$ cat src/rtl/sram_lsu_master_pkg.sv
// Shared types for the SRAM load/store master: access size codes, FSM states and
// byte-lane helpers used by the top level.
package sram_lsu_master_pkg;

    typedef enum logic [1:0] {
        SzByte = 2'b00,
        SzHalf = 2'b01,
        SzWord = 2'b10,
        SzBad  = 2'b11
    } lsu_size_e;

    typedef enum logic [1:0] {
        StIdle   = 2'b00,
        StAccess = 2'b01,
        StResp   = 2'b10
    } lsu_state_e;

    localparam int unsigned WaitBits = 4;

    function automatic logic [3:0] byte_enable(lsu_size_e size, logic [1:0] off);
        logic [3:0] be;
        unique case (size)
            SzByte:  be = 4'b0001 << off;
            SzHalf:  be = 4'b0011 << off;
            default: be = 4'b1111;
        endcase
        return be;
    endfunction

    // Replicate store data across every lane so the byte enables alone pick the target.
    function automatic logic [31:0] replicate(lsu_size_e size, logic [31:0] data);
        logic [31:0] rep;
        unique case (size)
            SzByte:  rep = {4{data[7:0]}};
            SzHalf:  rep = {2{data[15:0]}};
            default: rep = data;
        endcase
        return rep;
    endfunction

endpackage

$ cat src/rtl/sram_lsu_master_load_align.sv
// Combinational load alignment: shifts the addressed lanes down, truncates to the
// access size and zero/sign-extends to 32 bits.
module sram_lsu_master_load_align
    import sram_lsu_master_pkg::*;
(
    input  logic [31:0] rdata_i,
    input  logic [1:0]  offset_i,
    input  lsu_size_e   size_i,
    input  logic        unsigned_i,
    output logic [31:0] data_o
);

    logic [31:0] shifted;

    assign shifted = rdata_i >> {offset_i, 3'b000};

    always_comb begin
        data_o = shifted;
        unique case (size_i)
            SzByte:  data_o = {{24{~unsigned_i & shifted[7]}}, shifted[7:0]};
            SzHalf:  data_o = {{16{~unsigned_i & shifted[15]}}, shifted[15:0]};
            default: data_o = shifted;
        endcase
    end

endmodule

$ cat src/rtl/sram_lsu_master.sv
// Load/store initiator for a word-addressed, byte-enabled SRAM: checks each request,
// runs a fixed-length access and returns a registered, aligned response.
module sram_lsu_master
    import sram_lsu_master_pkg::*;
#(
    parameter int unsigned WORD_ADDR_BITS = 14,
    parameter int unsigned WAIT_CYCLES    = 0
) (
    input  logic                      clk_i,
    input  logic                      rst_i,
    input  logic                      req_valid_i,
    output logic                      req_ready_o,
    input  logic                      req_we_i,
    input  logic [1:0]                req_size_i,
    input  logic                      req_unsigned_i,
    input  logic [31:0]               req_addr_i,
    input  logic [31:0]               req_wdata_i,
    output logic                      resp_valid_o,
    input  logic                      resp_ready_i,
    output logic [31:0]               resp_rdata_o,
    output logic                      resp_err_o,
    output logic [WORD_ADDR_BITS-1:0] sram_addr_o,
    output logic                      sram_read_o,
    output logic [3:0]                sram_write_o,
    output logic [31:0]               sram_di_o,
    input  logic [31:0]               sram_do_i
);

    localparam int unsigned AW = WORD_ADDR_BITS + 2;
    localparam logic [WaitBits-1:0] LastWait = WaitBits'(WAIT_CYCLES);

    lsu_state_e          state_q, state_d;
    logic                we_q, we_d;
    lsu_size_e           size_q, size_d;
    logic                uns_q, uns_d;
    logic [AW-1:0]       addr_q, addr_d;
    logic [31:0]         wdata_q, wdata_d;
    logic [WaitBits-1:0] wait_q, wait_d;
    logic [31:0]         rdata_q, rdata_d;
    logic                err_q, err_d;

    logic                req_err;
    logic [31:0]         load_data;
    lsu_size_e           req_size;

    assign req_size = lsu_size_e'(req_size_i);

    always_comb begin
        req_err = 1'b0;
        unique case (req_size)
            SzByte:  req_err = 1'b0;
            SzHalf:  req_err = req_addr_i[0];
            SzWord:  req_err = |req_addr_i[1:0];
            default: req_err = 1'b1;
        endcase
        if ((req_addr_i >> AW) != 32'd0) begin
            req_err = 1'b1;
        end
    end

    sram_lsu_master_load_align u_load_align (
        .rdata_i    (sram_do_i),
        .offset_i   (addr_q[1:0]),
        .size_i     (size_q),
        .unsigned_i (uns_q),
        .data_o     (load_data)
    );

    always_comb begin
        state_d = state_q;
        we_d    = we_q;
        size_d  = size_q;
        uns_d   = uns_q;
        addr_d  = addr_q;
        wdata_d = wdata_q;
        wait_d  = wait_q;
        rdata_d = rdata_q;
        err_d   = err_q;
        unique case (state_q)
            StIdle: begin
                if (req_valid_i) begin
                    we_d    = req_we_i;
                    size_d  = req_size;
                    uns_d   = req_unsigned_i;
                    addr_d  = req_addr_i[AW-1:0];
                    wdata_d = req_wdata_i;
                    wait_d  = '0;
                    rdata_d = '0;
                    if (req_err) begin
                        state_d = StResp;
                        err_d   = 1'b1;
                    end else begin
                        state_d = StAccess;
                        err_d   = 1'b0;
                    end
                end
            end
            StAccess: begin
                if (wait_q == LastWait) begin
                    state_d = StResp;
                    rdata_d = we_q ? 32'd0 : load_data;
                end else begin
                    wait_d = wait_q + 1'b1;
                end
            end
            StResp: begin
                if (resp_ready_i) begin
                    state_d = StIdle;
                    rdata_d = '0;
                    err_d   = 1'b0;
                end
            end
            default: state_d = StIdle;
        endcase
    end

    always_ff @(posedge clk_i) begin
        if (rst_i) begin
            state_q <= StIdle;
            we_q    <= 1'b0;
            size_q  <= SzByte;
            uns_q   <= 1'b0;
            addr_q  <= '0;
            wdata_q <= '0;
            wait_q  <= '0;
            rdata_q <= '0;
            err_q   <= 1'b0;
        end else begin
            state_q <= state_d;
            we_q    <= we_d;
            size_q  <= size_d;
            uns_q   <= uns_d;
            addr_q  <= addr_d;
            wdata_q <= wdata_d;
            wait_q  <= wait_d;
            rdata_q <= rdata_d;
            err_q   <= err_d;
        end
    end

    // Write strobes only in the first access cycle so a multi-cycle access commits once.
    always_comb begin
        sram_addr_o  = '0;
        sram_read_o  = 1'b0;
        sram_write_o = 4'b0000;
        sram_di_o    = '0;
        if (state_q == StAccess) begin
            sram_addr_o = addr_q[AW-1:2];
            sram_read_o = ~we_q;
            if (we_q) begin
                sram_di_o = replicate(size_q, wdata_q);
                if (wait_q == '0) begin
                    sram_write_o = byte_enable(size_q, addr_q[1:0]);
                end
            end
        end
    end

    assign req_ready_o  = (state_q == StIdle);
    assign resp_valid_o = (state_q == StResp);
    assign resp_rdata_o = rdata_q;
    assign resp_err_o   = err_q;

endmodule

$ cat config.mk
export PLATFORM = sky130hd
export DESIGN_NAME = sram_lsu_master
export DESIGN_NICKNAME = d
export VERILOG_FILES = /design/src/rtl/sram_lsu_master_pkg.sv /design/src/rtl/sram_lsu_master_load_align.sv /design/src/rtl/sram_lsu_master.sv
export SDC_FILE = /design/constraint.sdc
export NUM_CORES = 1
export LEC_CHECK = 0
export CORE_MARGIN = 2
export CORE_UTILIZATION = 57
export DETAILED_ROUTE_END_ITERATION = 6
export DONT_BUFFER_PORTS = 1
export GPL_ROUTABILITY_DRIVEN = 0
export PLACE_DENSITY = 0.75
export SLEW_MARGIN = 30
export SYNTH_ARGS = -nofsm -noshare
export SYNTH_HDL_FRONTEND = slang
export SYNTH_SLANG_ARGS = --single-unit
$ cat constraint.sdc
create_clock -name clk_i -period 1.7 [get_ports clk_i]
set_clock_uncertainty 0.15 [all_clocks]
set_input_delay 0 -clock clk_i [delete_from_list [all_inputs] [get_ports clk_i]]
set_output_delay 0 -clock clk_i [all_outputs]
set_load 0.05 [all_outputs]
==> impl_metrics.py, run 1 <==
metrics = {
    "status": {
        "stop_error": "[ERROR DPL-0038] Utilization greater than 100%, impossible to legalize",
        "failed_stage": "global routing",
        "status": "stopped before the end",
    },
    "clock_network": {
        "root_buffer": "clkbuf_8",
        "cts_buffer_depth": 2,
        "cts-htree-levels": 3,
        "cts_inserted_buffers": 9,
        "clock_sinks": 91,
    },
    "floorplanning": {
        "die_h_um": 93.0,
        "pin_count": 190,
        "die_x_um": 93.0,
        "start_util": 0.588,
        "num_rows": 32,
    },
    "synth": {
        "synth_area_mm2": 0.00452,
        "synth_nets": 662,
        "syn-mean-instance-area_um2": 8.13,
        "synth_edf_count": 0,
        "yosys_warnings": 0,
        "synth.area.top_cells": "dfxtp_1, nand2_1, a21oi_1, mux2i_1, mux4_2",
        "synthArstFlopShare": 0,
        "synth_common_cells": "nand2_1, dfxtp_1, a21oi_1",
        "synth_ff_type": "dfxtp_1",
        "synthCells": 556,
        "synth.top_cell.area_share": 0.403,
        "ys_types": 42,
        "ys_seq_area_frac": 0.403,
        "yosysMostFrequentCell": "nand2_1",
        "synth-seq-cells": 91,
        "yosys.area.top_type": "dfxtp_1",
    },
    "timing": {
        "worst-ep-kind": "primary output",
        "postGrtWorstEndpoint": "sram_write_o[3]",
    },
    "placement": {
        "place_inst": 728,
        "io_buffers": 0,
        "post-dp-hpwl_um": 10100,
        "place_area_mm2": 0.00583,
    },
    "global_route": {
        "grt_max_degree": 71,
    },
}
[stage by stage]
step                utilization  worst slack (ns)
global placement          0.759            -0.140
CTS                       0.976            -0.169
floorplan                     -            -0.297
detailed placement        0.759            -0.336
[logic make-up after synthesis]
kind of cell / after synthesis / synth area share
buf+inv: 49 / 0.0473
compound gates: 125 / 0.182
flops: 91 / 0.403
simple gates: 243 / 0.236
mux: 43 / 0.120
fa+ha+maj: 2 / 0.00554
xor+xnor: 3 / 0.00582
[timing repair]
item,CTS
pin swaps,6
setup buffers,10
gates cloned,1
hold endpoints to repair,91
setup endpoints to repair,82
hold buffers,104
resized for setup,83
==> inputs of run 2 (changes only) <==
CORE_UTILIZATION = 40   (was 57)
PLACE_DENSITY = default   (was 0.75)
PLACE_DENSITY_LB_ADDON = 0.15   (was default)
clock period = 2.2 ns   (was 1.7 ns; I/O delays follow)
==> run 2 against run 1 <==
The run now ends clean. Synthesized cell count unchanged. Area after synthesis unchanged.
==> impl_metrics.py, run 2 <==
metrics = {
    "setup_path": {
        "cp-end-kind": "output pin",
        "start_kind": "register",
        "reg2reg_slack_ns": 0.12,
        "critical_path_peak_fanout": 20,
        "worst-endpoint-required_ns": 2.05,
        "r2r_cells": 7,
        "crit_type": "register to output pin",
        "crit_arrival_ns": 1.95,
    },
    "timing": {
        "fin_crit_sh": 0.956,
        "drv_slew": 0,
        "setup_tns_ns": 0,
        "final_hold_viol_count": 0,
        "min_period_ns": 2.10,
        "grt_setup_unrepaired": "no",
        "fmax_ghz": 0.475,
        "worst_pin_slew_ns": 0.592,
        "fin_ws_ns": 0.0962,
        "setup_violations": 0,
        "slew-limit-headroom": 0.604,
    },
    "floorplanning": {
        "pin_count": 190,
        "core_area_mm2": 0.0109,
        "num_rows": 38,
        "die_x_um": 110,
        "start_util": 0.413,
        "die_area_mm2": 0.0122,
        "die_h_um": 110,
    },
    "synth": {
        "synth-compound-area-share": 0.182,
        "syn-mean-instance-area_um2": 8.13,
        "ys_seq_area_frac": 0.403,
        "synthSimpleGateAreaFrac": 0.236,
        "synthArstFlopShare": 0,
        "synth_edf_count": 0,
        "synth_top_family_by_area": "simple AND/OR/NAND/NOR gates",
        "synth_ff_type": "dfxtp_1",
        "synth.area.top_cells": "dfxtp_1, nand2_1, a21oi_1, mux2i_1, mux4_2",
        "yosys.area.top_type": "dfxtp_1",
        "synth.top_cell.area_share": 0.403,
        "synthAdderAreaFrac": 0.00554,
        "synthCells": 556,
        "synth_area_mm2": 0.00452,
        "post_synth_xor_area_fraction": 0.00581,
        "synth-seq-cells": 91,
        "muxShareOfSynthArea": 0.120,
        "ys_types": 42,
        "yosys_warnings": 0,
        "synth_common_cells": "nand2_1, dfxtp_1, a21oi_1",
        "synth_nets": 662,
        "yosysMostFrequentCell": "nand2_1",
    },
    "global_route": {
        "antenna_found_initial": 0,
        "grt_pass1_wl_um": 23100,
        "first_global_vias": 4618,
        "grt_max_degree": 71,
        "track_usage": 0.249,
        "grt-ovfl-total": 0,
    },
    "power": {
        "p_per_area_mw_per_mm2": 578,
        "ir_worst_vdd_uv": 440,
        "power.leakage_uw": 0.00264,
    },
    "finish": {
        "diodes": 0,
        "drive_gt1_frac": 0.142,
        "fill_cells": 971,
        "nets": 821,
        "syn2layout_area_growth_pct": 46.0,
        "utilization": 0.603,
        "design_area_mm2": 0.00660,
        "layout_common_cells": "nand2_1, dlygate4sd3_1, dfxtp_1, a21oi_1, buf_4",
        "final_common_cell": "nand2_1",
        "instances_no_fill": 856,
    },
    "clock_network": {
        "worstSkewPairLatency_ns": 0.34,
        "cts_inserted_buffers": 9,
        "cts_tree": "yes",
        "root_buffer": "clkbuf_16",
        "path_clk_slew_ns": 0.06,
        "cts_buffer_depth": 2,
        "clock_sinks": 91,
        "cts-htree-levels": 3,
    },
    "routing": {
        "postRouteAntennaNets": 0,
        "routed-wl-met3_um": 1120,
        "wl_per_cell_um": 17.8,
        "vias": 4706,
        "via_per_inst": 5.50,
        "wl_met2_um": 7400,
        "dr.pass1.iters": 5,
        "wl_um": 15200,
        "drc": 0,
        "top_layer": "met4",
        "wl_met1_um": 6280,
        "first_iter_violations": 416,
    },
    "worst_hold_path": {
        "hold_class": "primary input to register",
        "holdPathStages": 3,
    },
    "placement": {
        "place_area_mm2": 0.00493,
        "io_buffers": 0,
        "place_ws_ns": 0.152,
        "post-dp-hpwl_um": 9710,
        "place_inst": 703,
    },
    "status": {
        "status": "finished clean",
    },
    "job": {
        "maxCapViolations": 0,
    },
}
==> run 2: cell counts after synthesis <==
Identical to the previous run, type by type.
==> run 2: what timing repair did <==
action	CTS	global route
hold buffers	139	0
endpoints found under the setup margin	0	16
resized for setup	0	4
endpoints found under the hold margin	91	0
buffers inserted	0	2
==> run 2: cell families after synthesis <==
| kind of cell | Yosys count |
|---|---|
| simple gates | 243 |
| compound gates | 125 |
| flops | 91 |
| buf+inv | 49 |
| mux | 43 |
| xor+xnor | 3 |
| fa+ha+maj | 2 |
==> run 2: worst paths after layout <==
| path | start | endpoint |
|---|---|---|
| max reg2reg | wait_q[0]$_SDFFE_PP0P_ | resp_rdata_o[28]$_SDFFE_PP0P_ |
| max | state_q[0]$_SDFFE_PP0P_ | sram_di_o[4] |
| min | sram_do_i[23] | resp_rdata_o[16]$_SDFFE_PP0P_ |
| min reg2reg | wdata_q[19]$_SDFFE_PP0P_ | wdata_q[19]$_SDFFE_PP0P_ |
==> run 2: power breakdown <==
group | total, uW | leakage [uW] | switching [uW] | internal, uW
clock network | 1350 | 0.000117 | 610 | 739
logic | 689 | 0.00178 | 341 | 347
registers | 1770 | 0.000742 | 61.1 | 1710
total | 3810 | 0.00264 | 1010 | 2800
==> run 2: worst max-delay path: stages, from the launching register on <==
cell and delay (ns):
dfxtp_1 0.45, nor2b_2 0.37, buf_4 0.29, and3_1 0.50
==> run 2: cell type report <==
cell class	instances	area (um2)	area share
sequential	91	1820	0.276
clock inverter	1	5.00	0.000758
tap	140	175	0.0265
multi-input combinational	416	2500	0.380
clock buffer	11	233	0.0353
timing repair buffer	191	1840	0.278
inverter	6	22.5	0.00341
==> run 2: layer usage <==
layer,vias up,global-route usage
met2,214,0.410
met5,-,0
met1,2218,0.315
li1,2239,-
met3,35,0.0517
met4,0,0.107
==> run 2: through the flow <==
step / hold WS [ns] / power [uW]
6_report: 0.0613 / 3810
5_1_grt: 0.0893 / 3970
4_1_cts: 0.0382 / 3830
3_5_place_dp: -0.0739 / 2240
3_3_place_gp: -0.0761 / 2230
2_1_floorplan: -0.0140 / 2130
Power figures use the tool's default switching activity.
